**config.mk**
```make
export PLATFORM = sky130hd
export DESIGN_NAME = mips_multicycle_core
export DESIGN_NICKNAME = d
export VERILOG_FILES = /design/src/rtl/mips_multicycle_core.sv
export SDC_FILE = /design/constraint.sdc
export NUM_CORES = 2
export LEC_CHECK = 0
export CORE_ASPECT_RATIO = 1.2
export CORE_UTILIZATION = 60
export DETAILED_ROUTE_END_ITERATION = 10
export PLACE_DENSITY = 0.84
export SLEW_MARGIN = 40
export SYNTH_ARGS = -nofsm -noshare
export SYNTH_HDL_FRONTEND = slang
export SYNTH_SLANG_ARGS = --single-unit
```
**constraint.sdc**
```tcl
create_clock -name clk -period 9.09 [get_ports clk]
set_clock_uncertainty 0.2 [all_clocks]
set_input_delay 0.909 -clock clk [delete_from_list [all_inputs] [get_ports clk]]
set_output_delay 0.909 -clock clk [all_outputs]
set_load 0.005 [all_outputs]
```
**src/rtl/mips_multicycle_core.sv**
```systemverilog
// mips_multicycle_core
// Multi-cycle interpreter for a small MIPS-I integer subset
// (add/sub/and/or/slt, addi, lw, sw, beq, halt). Each instruction walks
// FETCH -> DECODE -> EXEC [-> MEM] [-> WB]. The data memory is mapped at
// byte address DMEM_BASE.
//
// Ports:
//   clk, rst_n        clock, asynchronous active-low reset
//   ld_we/ld_sel/     load port: write imem (sel=0) or dmem (sel=1) word
//   ld_addr/ld_wdata    ld_addr; ignored while busy, out-of-range dropped
//   prog_len          number of valid instructions, sampled on start
//   start             run request, honoured only in IDLE or HALT
//   busy              high in FETCH..WB
//   done, err         sticky status, cleared by the next accepted start
//   retire/retire_pc  one-cycle pulse (and word PC) per completed instr
//   dbg_reg_*         combinational register-file read ($0 reads 0)
//   dbg_mem_*         combinational data-memory read
module mips_multicycle_core #(
  parameter int                DATA_W     = 32,
  parameter int                IMEM_DEPTH = 16,
  parameter int                DMEM_DEPTH = 32,
  parameter logic [DATA_W-1:0] DMEM_BASE  = 32'h0000_4000,
  localparam int LA_W = $clog2(IMEM_DEPTH > DMEM_DEPTH ? IMEM_DEPTH : DMEM_DEPTH),
  localparam int PC_W = $clog2(IMEM_DEPTH),
  localparam int PL_W = PC_W + 1,
  localparam int DA_W = $clog2(DMEM_DEPTH)
) (
  input  logic              clk,
  input  logic              rst_n,
  input  logic              ld_we,
  input  logic              ld_sel,
  input  logic [LA_W-1:0]   ld_addr,
  input  logic [DATA_W-1:0] ld_wdata,
  input  logic [PL_W-1:0]   prog_len,
  input  logic              start,
  output logic              busy,
  output logic              done,
  output logic              err,
  output logic              retire,
  output logic [PC_W-1:0]   retire_pc,
  input  logic [4:0]        dbg_reg_addr,
  output logic [DATA_W-1:0] dbg_reg_data,
  input  logic [DA_W-1:0]   dbg_mem_addr,
  output logic [DATA_W-1:0] dbg_mem_data
);

  localparam logic [2:0] S_IDLE   = 3'd0;
  localparam logic [2:0] S_FETCH  = 3'd1;
  localparam logic [2:0] S_DECODE = 3'd2;
  localparam logic [2:0] S_EXEC   = 3'd3;
  localparam logic [2:0] S_MEM    = 3'd4;
  localparam logic [2:0] S_WB     = 3'd5;
  localparam logic [2:0] S_HALT   = 3'd6;

  localparam logic [5:0] OP_R    = 6'h00;
  localparam logic [5:0] OP_BEQ  = 6'h04;
  localparam logic [5:0] OP_ADDI = 6'h08;
  localparam logic [5:0] OP_LW   = 6'h23;
  localparam logic [5:0] OP_SW   = 6'h2B;
  localparam logic [5:0] OP_HALT = 6'h3F;

  localparam logic [5:0] F_ADD = 6'h20;
  localparam logic [5:0] F_SUB = 6'h22;
  localparam logic [5:0] F_AND = 6'h24;
  localparam logic [5:0] F_OR  = 6'h25;
  localparam logic [5:0] F_SLT = 6'h2A;

  logic [2:0]        state;
  logic [PL_W-1:0]   pc, plen;
  logic [31:0]       ir;
  logic [DATA_W-1:0] opa, opb, simm, res;
  logic [DATA_W-1:0] rf   [32];
  logic [DATA_W-1:0] imem [IMEM_DEPTH];
  logic [DATA_W-1:0] dmem [DMEM_DEPTH];

  // instruction fields, all taken from the latched ir
  logic [5:0] op, fn;
  logic [4:0] rs, rt, rd, wb_dst;
  assign op     = ir[31:26];
  assign rs     = ir[25:21];
  assign rt     = ir[20:16];
  assign rd     = ir[15:11];
  assign fn     = ir[5:0];
  assign wb_dst = (op == OP_R) ? rd : rt;

  logic unused_shamt;
  assign unused_shamt = ^ir[10:6];

  // ALU: R-type ops, otherwise base + sign-extended immediate
  logic [DATA_W-1:0] alu;
  logic              r_ok, exec_ok;
  always_comb begin
    alu  = opa + simm;
    r_ok = 1'b1;
    if (op == OP_R) begin
      case (fn)
        F_ADD:   alu = opa + opb;
        F_SUB:   alu = opa - opb;
        F_AND:   alu = opa & opb;
        F_OR:    alu = opa | opb;
        F_SLT:   alu = {{(DATA_W-1){1'b0}}, $signed(opa) < $signed(opb)};
        default: r_ok = 1'b0;
      endcase
    end
  end

  assign exec_ok = (op == OP_R) ? r_ok :
                   (op == OP_ADDI) || (op == OP_LW) || (op == OP_SW) ||
                   (op == OP_BEQ)  || (op == OP_HALT);

  // effective address (held in res during MEM) -> word index + range check
  logic [DATA_W-1:0] ea_off;
  logic [DA_W-1:0]   mem_idx;
  logic              mem_bad;
  assign ea_off  = res - DMEM_BASE;
  assign mem_idx = ea_off[DA_W+1:2];
  assign mem_bad = (res[1:0] != 2'b00) || (res < DMEM_BASE) ||
                   ((ea_off >> 2) >= DATA_W'(DMEM_DEPTH));

  // PC math is one bit wider than the imem index so out-of-range targets
  // compare as such instead of wrapping back into the program
  logic [PL_W-1:0] pc_inc, br_tgt;
  assign pc_inc = pc + PL_W'(1);
  assign br_tgt = pc_inc + simm[PL_W-1:0];

  assign busy      = (state != S_IDLE) && (state != S_HALT);
  assign retire    = (state == S_WB) ||
                     ((state == S_MEM)  && (op == OP_SW) && !mem_bad) ||
                     ((state == S_EXEC) && ((op == OP_BEQ) || (op == OP_HALT)));
  assign retire_pc = pc[PC_W-1:0];

  assign dbg_reg_data = rf[dbg_reg_addr];
  assign dbg_mem_data = dmem[dbg_mem_addr];

  always_ff @(posedge clk or negedge rst_n) begin
    if (!rst_n) begin
      state <= S_IDLE;
      pc    <= '0;
      plen  <= '0;
      ir    <= '0;
      opa   <= '0;
      opb   <= '0;
      simm  <= '0;
      res   <= '0;
      done  <= 1'b0;
      err   <= 1'b0;
      for (int i = 0; i < 32; i++) rf[i] <= '0;
    end else begin
      case (state)
        S_IDLE, S_HALT: begin
          if (start) begin
            state <= S_FETCH;
            pc    <= '0;
            plen  <= prog_len;
            done  <= 1'b0;
            err   <= 1'b0;
          end
        end
        S_FETCH: begin
          if (pc >= plen || pc >= PL_W'(IMEM_DEPTH)) begin
            state <= S_HALT;
            done  <= 1'b1;
          end else begin
            ir    <= imem[pc[PC_W-1:0]][31:0];
            state <= S_DECODE;
          end
        end
        S_DECODE: begin
          opa   <= rf[rs];
          opb   <= rf[rt];
          simm  <= {{(DATA_W-16){ir[15]}}, ir[15:0]};
          state <= S_EXEC;
        end
        S_EXEC: begin
          if (!exec_ok) begin
            err   <= 1'b1;
            done  <= 1'b1;
            state <= S_HALT;
          end else begin
            case (op)
              OP_BEQ: begin
                pc    <= (opa == opb) ? br_tgt : pc_inc;
                state <= S_FETCH;
              end
              OP_HALT: begin
                done  <= 1'b1;
                state <= S_HALT;
              end
              OP_LW, OP_SW: begin
                res   <= alu;
                state <= S_MEM;
              end
              default: begin
                res   <= alu;
                state <= S_WB;
              end
            endcase
          end
        end
        S_MEM: begin
          if (mem_bad) begin
            err   <= 1'b1;
            done  <= 1'b1;
            state <= S_HALT;
          end else if (op == OP_SW) begin
            pc    <= pc_inc;
            state <= S_FETCH;
          end else begin
            res   <= dmem[mem_idx];
            state <= S_WB;
          end
        end
        S_WB: begin
          if (wb_dst != 5'd0) rf[wb_dst] <= res;
          pc    <= pc_inc;
          state <= S_FETCH;
        end
        default: state <= S_IDLE;
      endcase
    end
  end

  // Memories are not reset. The sw store is gated by rst_n so an
  // instruction caught by reset never lands in dmem.
  always_ff @(posedge clk) begin
    if (ld_we && !busy) begin
      if (!ld_sel && ({1'b0, ld_addr} < (LA_W+1)'(IMEM_DEPTH)))
        imem[ld_addr[PC_W-1:0]] <= ld_wdata;
      if (ld_sel && ({1'b0, ld_addr} < (LA_W+1)'(DMEM_DEPTH)))
        dmem[ld_addr[DA_W-1:0]] <= ld_wdata;
    end
    if (rst_n && state == S_MEM && op == OP_SW && !mem_bad)
      dmem[mem_idx] <= opb;
  end

endmodule

```
==> results.sh <==
export IMPL_synth_top_area_frac=0.3265
export IMPL_rows=194
export IMPL_grt_usage=0.3799
export IMPL_num_io_pins=129
export IMPL_place_gp_congestion=0.9476
export IMPL_finalSetupTns_ns=0
export IMPL_grt_antenna_before_repair=28
export IMPL_cts_htree_levels=5
export IMPL_r2r_end="dmem[29][1]"
export IMPL_ff2ff_setup_slack_ns=3.14
export IMPL_start_util=0.6049
export IMPL_core_um2=233500
export IMPL_max_slew_margin_rel=0.3340
export IMPL_ys_seq_area_frac=0.5361
export IMPL_grt_ovfl_total=0
export IMPL_path_max_fanout=33
export IMPL_min_to="rf[1002]"
export IMPL_drt_pass1_iter_count=8
export IMPL_post_cts_buffers=0
export IMPL_syn_inst=7954
export IMPL_vias_per_cell=7.834
export IMPL_ctsHoldBuffers=1
export IMPL_max_slew_worst_pin_slew_ns=0.9966
export IMPL_r2r_start="res[7]"
export IMPL_cts_max_path_buffers=4
export IMPL_rsz0062_at_grt="false"
export IMPL_slew_violations=0
export IMPL_max_freq_mhz=158.0
export IMPL_drive_gt1_frac=0.4582
export IMPL_crit_type="flip-flop to primary output"
export IMPL_crit_required_ns=7.98
export IMPL_run_status="finished clean"
export IMPL_cp_end_kind="primary output"
export IMPL_holdCritPathClass="flip-flop to flip-flop"
export IMPL_cts_resized=0
export IMPL_grt_max_degree=159
export IMPL_drv_cap=0
export IMPL_power_density_nw_per_um2=280.1
export IMPL_clock_sinks=2719
export IMPL_yosysWarnings=0
export IMPL_grt_pass1_vias=89830
export IMPL_synthTopCellsByArea="edfxtp_1, mux4_2, dfrtp_1"
export IMPL_die_w_um=444.9
export IMPL_synth_top_cell_by_area="edfxtp_1"
export IMPL_finalWirelength_um=453200
export IMPL_crit_arrival_ns=5.22
export IMPL_dp_hpwl_um=246000
export IMPL_ys_flop_type="edfxtp_1"
export IMPL_cts_root_buf="clkbuf_16"
export IMPL_synth_avg_cell_area_um2=17.76
export IMPL_place_area_um2=145900
export IMPL_initialDrtViolationCount=12560
export IMPL_fin_crit_sh=0.6962
export IMPL_clkSlewWorstSetupHoldPaths_ns=0.06
export IMPL_setup_viol=0
export IMPL_syn_area_um2=141300
export IMPL_numCtsBuffers=277
export IMPL_nets=8027
export IMPL_critPathLaunchType="flip-flop"
export IMPL_route_vias_total=87710
export IMPL_portBuffers=128
export IMPL_vdd_drop_max_mv=0.2658
export IMPL_r2r_cells=7
export IMPL_syn_to_final_growth_pct=10.10
export IMPL_die_y_um=533.5
export IMPL_wire_per_inst_um=40.48
export IMPL_final_area_um2=155500
export IMPL_antenna_left=0
export IMPL_fillers=14530
export IMPL_min_from="rf[1002]"
export IMPL_drc=0
export IMPL_grt_first_pass_wirelength_um=644200
export IMPL_finalHoldViolations=0
export IMPL_dieArea_um2=237400
export IMPL_fin_crit_ns=6.329
export IMPL_synthesis_nets=8152
export IMPL_synth_seq_cells=2719
export IMPL_synthArstFlopShare=0.4351
export IMPL_post_synth_num_cell_types=94
export IMPL_worstSkewPairLatency_ns=0.94
export IMPL_hold_path_cell_count=0
export IMPL_cellLeakagePower_uw=0.05759
export IMPL_cts_tree="done"
export IMPL_synth_edf_count=1536
==> per-layer routing <==
| metal | part of all wire | wire [µm] | vias up | track usage |
|---|---|---|---|---|
| met4 | 0.083 | 37420 | 22 | 0.2431 |
| met3 | 0.13 | 58090 | 2076 | 0.1006 |
| li1 | - | - | 32460 | - |
| met5 | 0.00034 | 153 | - | 0 |
| met2 | 0.47 | 215200 | 7612 | 0.5961 |
| met1 | 0.31 | 142300 | 45540 | 0.4722 |
==> flip-flops by register name (all words and copies together) (netlist names) <==
| name | count |
|---|---|
| plen | 5 |
| opb | 32 |
| done | 1 |
| state | 3 |
| dmem | 1024 |
| imem | 512 |
| err | 1 |
| pc | 5 |
| res | 32 |
| simm | 16 |
| opa | 32 |
| ir | 32 |
| rf | 1024 |
==> worst max-delay path by stage <==
stage | startpoint | to | slack (ns) | cells after the start
floorplan | dbg_mem_addr[0] | dbg_mem_data[0] | 4.85 | 6
global placement | res[9] | dmem[25][6] | 3.41 | 7
detailed placement | res[7] | dmem[25][10] | 3.39 | 7
CTS | res[7] | retire | 2.73 | 10
global route | res[7] | retire | 2.94 | 10
finish | res[7] | retire | 2.76 | 10
==> stage by stage <==
step | worst slack, ns | hold WS (ns) | total power [µW] | instances | utilization
final | 2.761 | 0.2135 | 43560 | 11200 | 0.6660
after global routing | 2.943 | 0.2301 | 44810 | 11180 | 0.6659
after CTS | 2.730 | 0.2186 | 43080 | 11160 | 0.6642
after detailed placement | 3.387 | 0.2053 | 31270 | 10670 | 0.6250
after global placement | 3.410 | 0.1921 | 30800 | 10660 | 0.6226
after floorplan | 4.851 | 0.2580 | 26380 | 7954 | -
==> synthesized netlist by cell type, types with 25 or more instances <==
cell type,count
o211ai_1,25
nand2_1,172
dfrtp_1,1183
o21ai_0,141
inv_1,116
nor2_1,241
clkbuf_1,437
edfxtp_1,1536
nor3_1,63
a21oi_1,204
buf_1,149
mux2_2,1072
mux2i_1,91
xnor2_1,45
ha_1,137
a21o_1,28
buf_4,56
buf_2,88
mux4_2,1760
nand3_1,28
==> worst max-delay path, stage by stage, from the launching register on <==
cell,delay [ns]
dfrtp_2,0.62
nor4_1,0.82
nand3_1,0.37
nor2_1,0.67
o21ai_0,0.18
o211a_1,0.18
nor3_1,0.17
buf_4,0.21
nand2_1,0.08
o21ai_0,0.37
clkdlybuf4s50_1,0.67
==> cells by family (layout without fill, tap and decap cells) <==
group                    after synthesis  count (layout)  share of synthesized area
flip-flops                          2719            2719                     0.5361
AND/OR/NAND/NOR                      640             640                    0.02090
multiplexers                        2944            2944                     0.3743
XOR/XNOR                              62              62                   0.003844
adder cells (fa/ha/maj)              141             141                    0.01270
AO/OA/AOI/OAI                        589             589                    0.02644
buffers and inverters                859             946                    0.02573
other                                  0              19                          0
==> cells in the final DEF (no fill, tap or decap), types with 15 or more instances in the layout <==
cell type        netlist  layout
a211oi_1              17      17
a21o_1                28      27
a21oi_1              204     204
buf_12                 0      28
buf_4                 56     127
buf_6                  3      43
bufinv_16              0      26
clkbuf_1             437      42
clkbuf_16              0     291
clkbuf_8               5      20
clkdlybuf4s50_1        0     112
clkinv_1               0      29
clkinv_2               0      50
clkinvlp_4             0      15
dfrtp_1             1183    1138
dfrtp_2                0      30
dfrtp_4                0      15
diode_2                0      19
edfxtp_1            1536    1536
ha_1                 137     137
inv_1                116     114
mux2_1                20      20
mux2_2              1072    1071
mux2i_1               91      79
mux4_2              1760    1760
nand2_1              172     170
nand2_2               15      17
nand2b_1              16      16
nand3_1               28      28
nor2_1               241     183
nor2_4                 4      63
nor3_1                63      60
o211ai_1              25      25
o21ai_0              141     140
o31ai_1               17      17
xnor2_1               45      45
xor2_1                17      17
==> where the power goes <==
group / internal [µW] / switching (µW)
clock network: 6770 / 5080
registers: 14100 / 2190
logic: 7010 / 8440
total: 27900 / 15700
==> layout make-up <==
class,instances,area (µm²),area share
antenna,19,47.55,0.0003057
clock buffer,353,7715,0.04961
clock inverter,138,1436,0.009236
inverter,118,450.4,0.002896
multi-input combinational,4376,62520,0.4020
sequential,2719,75820,0.4875
tap,3136,3924,0.02523
timing repair buffer,337,3615,0.02324
Note: power is estimated with default switching activity, not from simulation.
